### src/rtl/ysyx_22040237_pkg.sv
// ============================================================================
// Module : ysyx_22040237_pkg
// Brief  : Shared FSM state codes and default widths/reset PC for the IFU.
// Rev    : 1.0  initial release
// ============================================================================
`default_nettype none

package ysyx_22040237_pkg;

  localparam int          c_addr_w   = 64;
  localparam int          c_inst_w   = 32;
  localparam logic [63:0] c_reset_pc = 64'h0000_0000_8000_0000;

  typedef enum logic [1:0] {
    S_REQ  = 2'd0,
    S_WAIT = 2'd1,
    S_OUT  = 2'd2
  } ifu_state_e;

endpackage

`default_nettype wire

### src/rtl/ysyx_22040237_ifu.sv
// ============================================================================
// Module : ysyx_22040237_ifu
// Brief  : Instruction fetch unit, one outstanding imem request, valid/ready
//          output to the IDU, redirect with in-flight response discard.
// Rev    : 1.0  initial release
// ============================================================================
`default_nettype none

module ysyx_22040237_ifu
  import ysyx_22040237_pkg::*;
#(
  parameter int                ADDR_W   = c_addr_w,
  parameter int                INST_W   = c_inst_w,
  parameter logic [ADDR_W-1:0] RESET_PC = ADDR_W'(c_reset_pc)
) (
  input  logic              clk,
  input  logic              rst,
  input  logic              redirect_valid_i,
  input  logic [ADDR_W-1:0] redirect_pc_i,
  output logic              imem_req_valid_o,
  input  logic              imem_req_ready_i,
  output logic [ADDR_W-1:0] imem_req_addr_o,
  input  logic              imem_resp_valid_i,
  input  logic [INST_W-1:0] imem_resp_data_i,
  output logic              inst_valid_o,
  input  logic              inst_ready_i,
  output logic [INST_W-1:0] inst_o,
  output logic [ADDR_W-1:0] pc_o
);

  ifu_state_e        r_state, w_state_nxt;
  logic [ADDR_W-1:0] r_fetch_pc, w_fetch_pc_nxt;
  logic              r_drop, w_drop_nxt;
  logic [INST_W-1:0] r_inst, w_inst_nxt;
  logic [ADDR_W-1:0] r_pc, w_pc_nxt;
  logic [ADDR_W-1:0] w_redirect_target;

  assign w_redirect_target = redirect_pc_i & ~ADDR_W'(3);

  // Gated by rst so no request is visible while reset is held.
  assign imem_req_valid_o = (r_state == S_REQ) && !rst;
  assign imem_req_addr_o  = r_fetch_pc;
  assign inst_valid_o     = (r_state == S_OUT);
  assign inst_o           = r_inst;
  assign pc_o             = r_pc;

  always_comb begin
    w_state_nxt    = r_state;
    w_fetch_pc_nxt = r_fetch_pc;
    w_drop_nxt     = r_drop;
    w_inst_nxt     = r_inst;
    w_pc_nxt       = r_pc;
    case (r_state)
      S_REQ: begin
        if (imem_req_ready_i) w_state_nxt = S_WAIT;
        if (redirect_valid_i) begin
          w_fetch_pc_nxt = w_redirect_target;
          // An accepted request already targets the stale PC; its response must be dropped.
          if (imem_req_ready_i) w_drop_nxt = 1'b1;
        end
      end
      S_WAIT: begin
        if (redirect_valid_i) begin
          w_fetch_pc_nxt = w_redirect_target;
          if (imem_resp_valid_i) begin
            w_state_nxt = S_REQ;
            w_drop_nxt  = 1'b0;
          end else begin
            w_drop_nxt  = 1'b1;
          end
        end else if (imem_resp_valid_i) begin
          if (r_drop) begin
            w_state_nxt = S_REQ;
            w_drop_nxt  = 1'b0;
          end else begin
            w_inst_nxt  = imem_resp_data_i;
            w_pc_nxt    = r_fetch_pc;
            w_state_nxt = S_OUT;
          end
        end
      end
      S_OUT: begin
        if (redirect_valid_i) begin
          w_fetch_pc_nxt = w_redirect_target;
          w_state_nxt    = S_REQ;
        end else if (inst_ready_i) begin
          w_fetch_pc_nxt = r_fetch_pc + ADDR_W'(4);
          w_state_nxt    = S_REQ;
        end
      end
      default: w_state_nxt = S_REQ;
    endcase
  end

  always_ff @(posedge clk or posedge rst) begin
    if (rst) begin
      r_state    <= S_REQ;
      r_fetch_pc <= RESET_PC;
      r_drop     <= 1'b0;
      r_inst     <= '0;
      r_pc       <= '0;
    end else begin
      r_state    <= w_state_nxt;
      r_fetch_pc <= w_fetch_pc_nxt;
      r_drop     <= w_drop_nxt;
      r_inst     <= w_inst_nxt;
      r_pc       <= w_pc_nxt;
    end
  end

endmodule

`default_nettype wire

### config.mk
export PLATFORM = sky130hd
export DESIGN_NAME = ysyx_22040237_ifu
export DESIGN_NICKNAME = d
export VERILOG_FILES = /design/src/rtl/ysyx_22040237_pkg.sv /design/src/rtl/ysyx_22040237_ifu.sv
export SDC_FILE = /design/constraint.sdc
export NUM_CORES = 1
export LEC_CHECK = 0
export BUFFER_PORTS_ARGS = -buffer_cell sky130_fd_sc_hd__buf_4
export CORE_MARGIN = 3
export CORE_UTILIZATION = 50
export DETAILED_ROUTE_END_ITERATION = 12
export HOLD_SLACK_MARGIN = 0.1
export PLACE_DENSITY = 0.79
export SYNTH_ARGS = -nofsm -noshare
export SYNTH_HDL_FRONTEND = slang
export SYNTH_SLANG_ARGS = --single-unit
### constraint.sdc
create_clock -name clk -period 14.97 [get_ports clk]
set_input_delay 2.2455 -clock clk [delete_from_list [all_inputs] [get_ports clk]]
set_output_delay 2.2455 -clock clk [all_outputs]
set_load 0.1 [all_outputs]
==> results_dict.tcl, run 1 <==
set metrics [dict create \
    cts_root_buf "clkbuf_16" \
    path_cells "buf_4, nor3_1, buf_4" \
    cpLargestDelayFamily "buffers and inverters" \
    path_common_cell "buf_4" \
    r2r_cells 5 \
    die_w_um 132.7 \
    yosys_register_bits 159 \
    r2r_end "imem_req_addr_o[49]" \
    hp-start "pc_o[18]" \
    maxSlewViolCount 0 \
    r2r_slack_ns 12.17 \
    holdCritPathClass "reg -> reg" \
    synth.top_cell.area_share_pct 49.25 \
    dp_hpwl_mm 15.93 \
    clock.fmax_mhz 197.0 \
    critPathMaxStageDelay_ns 0.33 \
    r2r_start "imem_req_addr_o[6]" \
    cts_tree "built" \
    routedWlPerCell_um 19.09 \
    ios 264 \
    synth_edf_count 0 \
    maxSlewHeadroom_pct 28.23 \
    drc_errors 0 \
    maxCapViolCount 0 \
    grt_use_total_pct 26.03 \
    critPathBufInv 2 \
    via_per_inst 6.021 \
    grt_pass1_wl_mm 37.15 \
    layout_commonest_cell "buf_4" \
    fin_ws_ns 9.894 \
    hold_viol_final 0 \
    status "complete, no violations" \
    cp_num_cells 3 \
    clkLatencyLatePin_ns 0.43 \
    cp-end-kind "primary output" \
    synth_top_area_cell "dfrtp_1" \
    die_area_mm2 0.01761 \
    crit_path_start_kind "primary input" \
    cts-buffers-inserted 17 \
    n_antenna_cell 0 \
    nets 1107 \
    critPathRequiredTime_ns 12.72 \
    drive_gt1_share_pct 40.02 \
    port_buffers 257 \
    routed_wirelength_mm 23.44 \
    rsz0062_at_grt "no" \
    synth_cells 780 \
    syn_area_per_cell_um2 10.29 \
    utilization_pct 68.96 \
    core-area_mm2 0.01543 \
    antenna_found_initial 0 \
    critPathMaxFanout 2 \
    syn_to_final_growth_pct 32.53 \
    tns_ns 0 \
    cts_hold_buf 0 \
    synthTopCellsByArea "dfrtp_1, mux2_2, a21oi_1" \
    setup_viol 0 \
    critPathSlowestCell "buf_4" \
    first_pass_iters 6 \
    crit_start "rst" \
    dp_slack_ns 9.900 \
    netlist_area_mm2 0.008028 \
    htreeDepth 4 \
    via_count 7394 \
    die_height_um 132.7 \
    gp_congestion 0.8389 \
    endpoint "imem_req_valid_o" \
    path_class "in -> out" \
    clock_sinks 159 \
    ys_seq_area_share_pct 49.58 \
    final_cell_mix "buf_4, dfrtp_1, mux2_2, nand2_1, a21oi_1" \
    synth_ff_type "dfrtp_1" \
    grt_overflow 0 \
    ant_nets 0 \
    cts_resized 0 \
    synthArstFlopShare_pct 100.0 \
    grt_max_degree 84 \
    initial_core_util_pct 52.04 \
    clock_skew_ns 0.01234 \
    cts.clk_slew.worst_paths_ns 0.07 \
    post_cts.repair.setup_buffers 0 \
    core.rowCount 45 \
    grt_pass1_vias 6971 \
    drt_iter0_markers 835 \
    worst-slew-pin-transition_ns 1.077 \
    ys_types 63 \
    finalCriticalPeriod_ns 5.076 \
    cp_data_arrival_time_ns 2.83 \
    clockBufferDepth 2 \
    ys_warn_count 0 \
    layout_worst_path_cycle_share_pct 33.91 \
]
## how the worst min path moves through the flow
stage / endpoint / cells past startpoint / slack, ns
floorplan: r_drop / 2 / 0.50
global placement: pc_o[14] / 2 / 0.46
detailed placement: pc_o[19] / 2 / 0.48
CTS: pc_o[19] / 2 / 0.49
global route: pc_o[40] / 2 / 0.51
finish: pc_o[18] / 2 / 0.49
## routing by layer
metal  share of wire (%)  track usage (%)  up-vias  wire length (um)
li1                    -                -     3374                 -
met1                  41            34.69     3547              9617
met2                  48            41.12      411             11170
met3                 8.7            7.224       62              2030
met4                 2.7            9.180        0               622
met5                   0                0        -                 0
## cell families after synthesis
kind of cell               Yosys count  share of synthesized area [%]
other                                1                        0.04671
AOI/OAI and AO/OA                  177                          14.25
and+or+nand+nor                    276                          18.94
buffers and inverters               75                          4.333
DFF                                159                          49.58
muxes                               91                          12.70
adders and majority gates            1                         0.1558
## synth_stat cells, drive strengths merged (3+ instances only)
master	instances
dfrtp	158
mux2	87
nand2	60
a21oi	52
clkbuf	49
nor2	45
nand3	42
o21ai	36
nand4	33
nor3	25
and3	19
nor4	16
buf	15
o22ai	15
inv	11
or3	11
o22a	9
a311oi	8
o211ai	8
or4	8
a31oi	6
a211oi	5
a2bb2oi	5
and4	5
a21boi	4
and2	4
mux2i	4
nor3b	4
o21a	4
a311o	3
o311a	3
o311ai	3
## tightest hold or removal path, delay by kind of cell (launching register included)
kind | cells | cell delay, ns
AO/OA/AOI/OAI | 1 | 0.06
flip-flops | 1 | 0.35
AND/OR/NAND/NOR | 1 | 0.05
## flip-flops by register name, summed over array words and instances, names as in the netlist
register,count
imem_req_addr_o,62
inst_o,32
pc_o,62
r_drop,1
r_state,2
## cell type report
class	instances	area (um^2)
multi-input cells	549	3734
repair buffers	266	1997
well taps	211	264.0
flip-flops and latches	159	3980
fillers	1230	4788
clock buffers	17	425.4
clock inverters	15	192.7
inverters	11	46.29
## per-stage QoR
step | cells | area (um^2) | hold slack, ns
after floorplan | 783 | 8039 | 0.4964
after global placement | 1196 | 10020 | 0.4637
after detailed placement | 1196 | 10020 | 0.4761
after CTS | 1228 | 10640 | 0.4907
after global routing | 1228 | 10640 | 0.5123
final | 1228 | 10640 | 0.4880
Power of run 1 is not shown: default switching activity piles up to over one toggle a cycle in this logic, so the estimate is an artifact.
==> run 2, diff against run 1 <==
- clock period: 14.97 -> 5.24 ns (I/O delays scaled with it)
==> results_dict.tcl, run 2 (synthesized netlist as in run 1, its figures left out) <==
set metrics [dict create \
    cp-end-kind "register" \
    finalCriticalPeriod_ns 2.763 \
    routed_wirelength_mm 24.19 \
    r2r_start "imem_req_addr_o[6]" \
    crit_path_start_kind "register" \
    cts_hold_buf 0 \
    cts.clk_slew.worst_paths_ns 0.06 \
    multi_input_area_mm2 0.003734 \
    die_w_um 132.7 \
    clock_skew_ns 0.008666 \
    cts_tree "built" \
    final_cell_mix "buf_4, dfrtp_1, mux2_2, nand2_1, a21oi_1" \
    status "complete, no violations" \
    clkLatencyLatePin_ns 0.43 \
    initial_core_util_pct 52.04 \
    r2r_slack_ns 2.48 \
    fill_cells 1211 \
    hold_end "pc_o[61]" \
    clock.fmax_mhz 362.0 \
    core.rowCount 45 \
    n_antenna_cell 0 \
    gp_congestion 0.8364 \
    hp-start "pc_o[61]" \
    hold_viol_final 0 \
    routedWlPerCell_um 19.66 \
    grt_pass1_wl_mm 38.30 \
    drt_iter0_markers 756 \
    fin_area_mm2 0.01065 \
    path_class "reg -> reg" \
    layout_worst_path_cycle_share_pct 52.72 \
    die_height_um 132.7 \
    cts-buffers-inserted 17 \
    critPathMaxFanout 16 \
    tns_ns 0 \
    placed_area_mm2 0.01004 \
    cp_data_arrival_time_ns 3.12 \
    maxSlewHeadroom_pct 33.11 \
    worst-slew-pin-transition_ns 0.9990 \
    drc_errors 0 \
    critPathRequiredTime_ns 5.60 \
    holdCritPathClass "reg -> reg" \
    cts_root_buf "clkbuf_16" \
    via_per_inst 6.027 \
    final_cells 1230 \
    layout_commonest_cell "buf_4" \
    grt_overflow 0 \
    dp_hpwl_mm 16.51 \
    clockBufferDepth 2 \
    r2r_end "imem_req_addr_o[49]" \
    core-area_mm2 0.01543 \
    clock_sinks 159 \
    first_pass_iters 5 \
    worstHoldPathCells 2 \
    post_cts.repair.setup_buffers 0 \
    rsz0062_at_grt "no" \
    nets 1109 \
    htreeDepth 4 \
    die_area_mm2 0.01761 \
    maxCapViolCount 0 \
    grt_max_degree 82 \
    ant_nets 0 \
    syn_to_final_growth_pct 32.62 \
    cts_resized 0 \
    port_buffers 257 \
    ios 264 \
    setup_viol 0 \
    grt_pass1_vias 7123 \
    dp_cells 1198 \
    grt_use_total_pct 26.76 \
    via_count 7413 \
    maxSlewViolCount 0 \
    antenna_found_initial 0 \
    r2r_cells 5 \
    drive_gt1_share_pct 39.84 \
    regArea_mm2 0.003980 \
]
run 2: cell types whose count changed in the layout (fill, tap and decap cells not counted), sizes merged:
| cell | before | now |
|---|---|---|
| clkinvlp | 1 | 2 |
| clkbuf | 17 | 23 |
| clkinv | 2 | 4 |
| inv | 20 | 11 |
| buf | 266 | 268 |
run 2: routing by layer:
layer,GRT usage (%),share of wire [%]
met2,43.34,49
met1,35.84,41
met3,6.730,8.5
met5,0,0
met4,7.910,1.7
run 2: worst max-delay path by stage:
stage               slack [ns]                  end  cells past startpoint           startpoint
finish                    2.48  imem_req_addr_o[49]                      5   imem_req_addr_o[6]
global route              2.25  imem_req_addr_o[49]                      5  imem_req_addr_o[15]
CTS                       2.49  imem_req_addr_o[49]                      5   imem_req_addr_o[6]
detailed placement        2.12  imem_req_addr_o[61]                      7     redirect_valid_i
global placement          2.13  imem_req_addr_o[33]                      5     redirect_valid_i
floorplan                 0.16  imem_req_addr_o[10]                      1                  rst
run 2: worst max-delay path: stages (launching register included):
cell and delay [ns]:
dfrtp_1 0.49, nand4_1 0.24, nor2_1 0.52, nand3_1 0.65, or4_1 0.70, nand4_1 0.09
run 2: final cells by class:
type | instances | area share [%]
inverter | 11 | 0.4348
timing repair buffer | 268 | 18.90
multi-input combinational | 549 | 35.07
clock buffer | 23 | 4.489
clock inverter | 9 | 1.246
tap | 211 | 2.480
sequential | 159 | 37.38
run 2: stage by stage:
stage          hold slack, ns  setup slack (ns)  utilization [%]
6_report               0.4855             2.477            69.01
4_1_cts                0.4925             2.486            69.01
5_1_grt                0.5147             2.247            69.01
2_1_floorplan          0.4964            0.1641                -
3_3_place_gp           0.4664             2.132            65.05
3_5_place_dp           0.4788             2.124            65.05
Power of run 2 is left out for the same reason.
==> run 3, diff against run 2 <==
- CORE_UTILIZATION: 50 -> 46
- PLACE_DENSITY: 0.79 -> 0.77
- clock period: 5.24 -> 2.2 ns (I/O delays scaled with it)
==> results_dict.tcl, run 3 (synthesized netlist as in run 1, its figures left out) <==
set metrics [dict create \
    status "complete, no violations" \
    routedWlPerCell_um 18.89 \
    clockBufferDepth 2 \
    critPathRequiredTime_ns 2.53 \
    syn_to_final_growth_pct 42.18 \
    maxSlewHeadroom_pct 61.48 \
    ios 264 \
    htreeDepth 4 \
    cts.clk_slew.worst_paths_ns 0.07 \
    hold_end "inst_o[15]" \
    whs_ns 0.1288 \
    cts_tree "built" \
    grt_pass1_wl_mm 39.34 \
    grt_max_degree 81 \
    r2r_cells 7 \
    critPathMaxFanout 9 \
    clock_sinks 159 \
    port_buffers 257 \
    layout_worst_path_cycle_share_pct 96.20 \
    power_leakage_nw 5.036 \
    fill_cells 1303 \
    setup_viol 0 \
    clock.fmax_mhz 472.5 \
    dp_slack_ns 0.09791 \
    maxSlewViolCount 0 \
    maxCapViolCount 0 \
    r2r_start "imem_req_addr_o[13]" \
    rsz0062_at_grt "yes" \
    die_w_um 138.1 \
    clkLatencyLatePin_ns 0.43 \
    via_per_inst 5.851 \
    fin_ws_ns 0.08368 \
    multi_input_area_mm2 0.003861 \
    ant_nets 0 \
    ir_drop_uv 1420 \
    first_pass_iters 6 \
    drc_errors 0 \
    grt_pass1_vias 7427 \
    drive_gt1_share_pct 49.16 \
    core.rowCount 47 \
    crit_path_start_kind "register" \
    worst-slew-pin-transition_ns 0.5765 \
    cp_data_arrival_time_ns 2.44 \
    total_power_mw 19.47 \
    antenna_found_initial 1 \
    power_density_mw_per_mm2 1706 \
    grt_use_total_pct 25.18 \
    cp-end-kind "register" \
    dp_hpwl_mm 17.84 \
    regArea_mm2 0.004046 \
    worstHoldPathCells 2 \
    r2r_end "imem_req_addr_o[51]" \
    drt_iter0_markers 695 \
    initial_core_util_pct 47.73 \
    holdCritPathClass "in -> reg" \
    via_count 7589 \
    final_cell_mix "buf_4, dfrtp_1, mux2_2, nand2_1, a21oi_1" \
    r2r_slack_ns 0.08 \
    gp_congestion 0.9433 \
    nets 1166 \
    hp-start "imem_resp_data_i[15]" \
    clock_skew_ns 0.009373 \
    routed_wirelength_mm 24.50 \
    die_height_um 138.1 \
    hold_viol_final 0 \
    cts_root_buf "clkbuf_16" \
    finalCriticalPeriod_ns 2.116 \
    core-area_mm2 0.01682 \
    path_class "reg -> reg" \
    die_area_mm2 0.01907 \
    cts-buffers-inserted 17 \
    grt_overflow 0 \
    layout_commonest_cell "buf_4" \
]
run 3: layout make-up:
class                   count  area share [%]
clock buffers              17           3.727
inverters                  11          0.3947
multi-input cells         549           33.83
well taps                 220           2.412
flip-flops and latches    159           35.45
repair buffers            325           22.11
diodes                      1         0.02193
clock inverters            15           2.050
run 3: repair_timing:
| action | in CTS | in global routing |
|---|---|---|
| setup buffers | 0 | 1 |
| endpoints found under the setup margin | 0 | 7 |
| endpoints found under the hold margin | 13 | 0 |
| resized for setup | 0 | 3 |
| hold buffers | 2 | 0 |
run 3: worst max-delay path by stage:
stage | from | endpoint | slack (ns) | cells after the start
floorplan | rst | imem_req_addr_o[10] | -0.31 | 1
global placement | imem_req_addr_o[13] | imem_req_addr_o[27] | 0.13 | 5
detailed placement | imem_req_addr_o[13] | imem_req_addr_o[49] | 0.1 | 5
CTS | imem_req_addr_o[13] | imem_req_addr_o[49] | 0.06 | 5
global route | imem_req_addr_o[13] | imem_req_addr_o[58] | -0.02 | 6
finish | imem_req_addr_o[13] | imem_req_addr_o[51] | 0.08 | 7
run 3: routing by layer:
| layer | vias up | track usage, % | part of all wire, % |
|---|---|---|---|
| li1 | 3492 | - | - |
| met1 | 3690 | 33.51 | 42 |
| met2 | 352 | 39.29 | 46 |
| met3 | 55 | 6.837 | 8.6 |
| met4 | 0 | 10.24 | 3.0 |
| met5 | - | 0 | 0 |
run 3: critical path, stage by stage, from the launching register on:
cell and delay (ns):
dfrtp_2 0.43, nand4_4 0.16, or4_4 0.56, buf_4 0.21, nor3_4 0.19, buf_6 0.17, nand3_1 0.06, a211oi_1 0.23
run 3: through the flow:
step,setup TNS [ns],cells,instance area (um^2),utilization [%]
2_1_floorplan,-32.61,783,8255,-
3_3_place_gp,0,1261,10710,63.68
3_5_place_dp,0,1261,10710,63.68
4_1_cts,0,1295,11390,67.72
5_1_grt,-0.03745,1297,11410,67.86
6_report,0,1297,11410,67.86
run 3: power breakdown:
part           internal (mW)  switching [mW]
clock                   2.03            1.28
sequential              3.99           0.712
combinational           2.41            9.05
No activity file was read; power rests on OpenSTA's default activity.
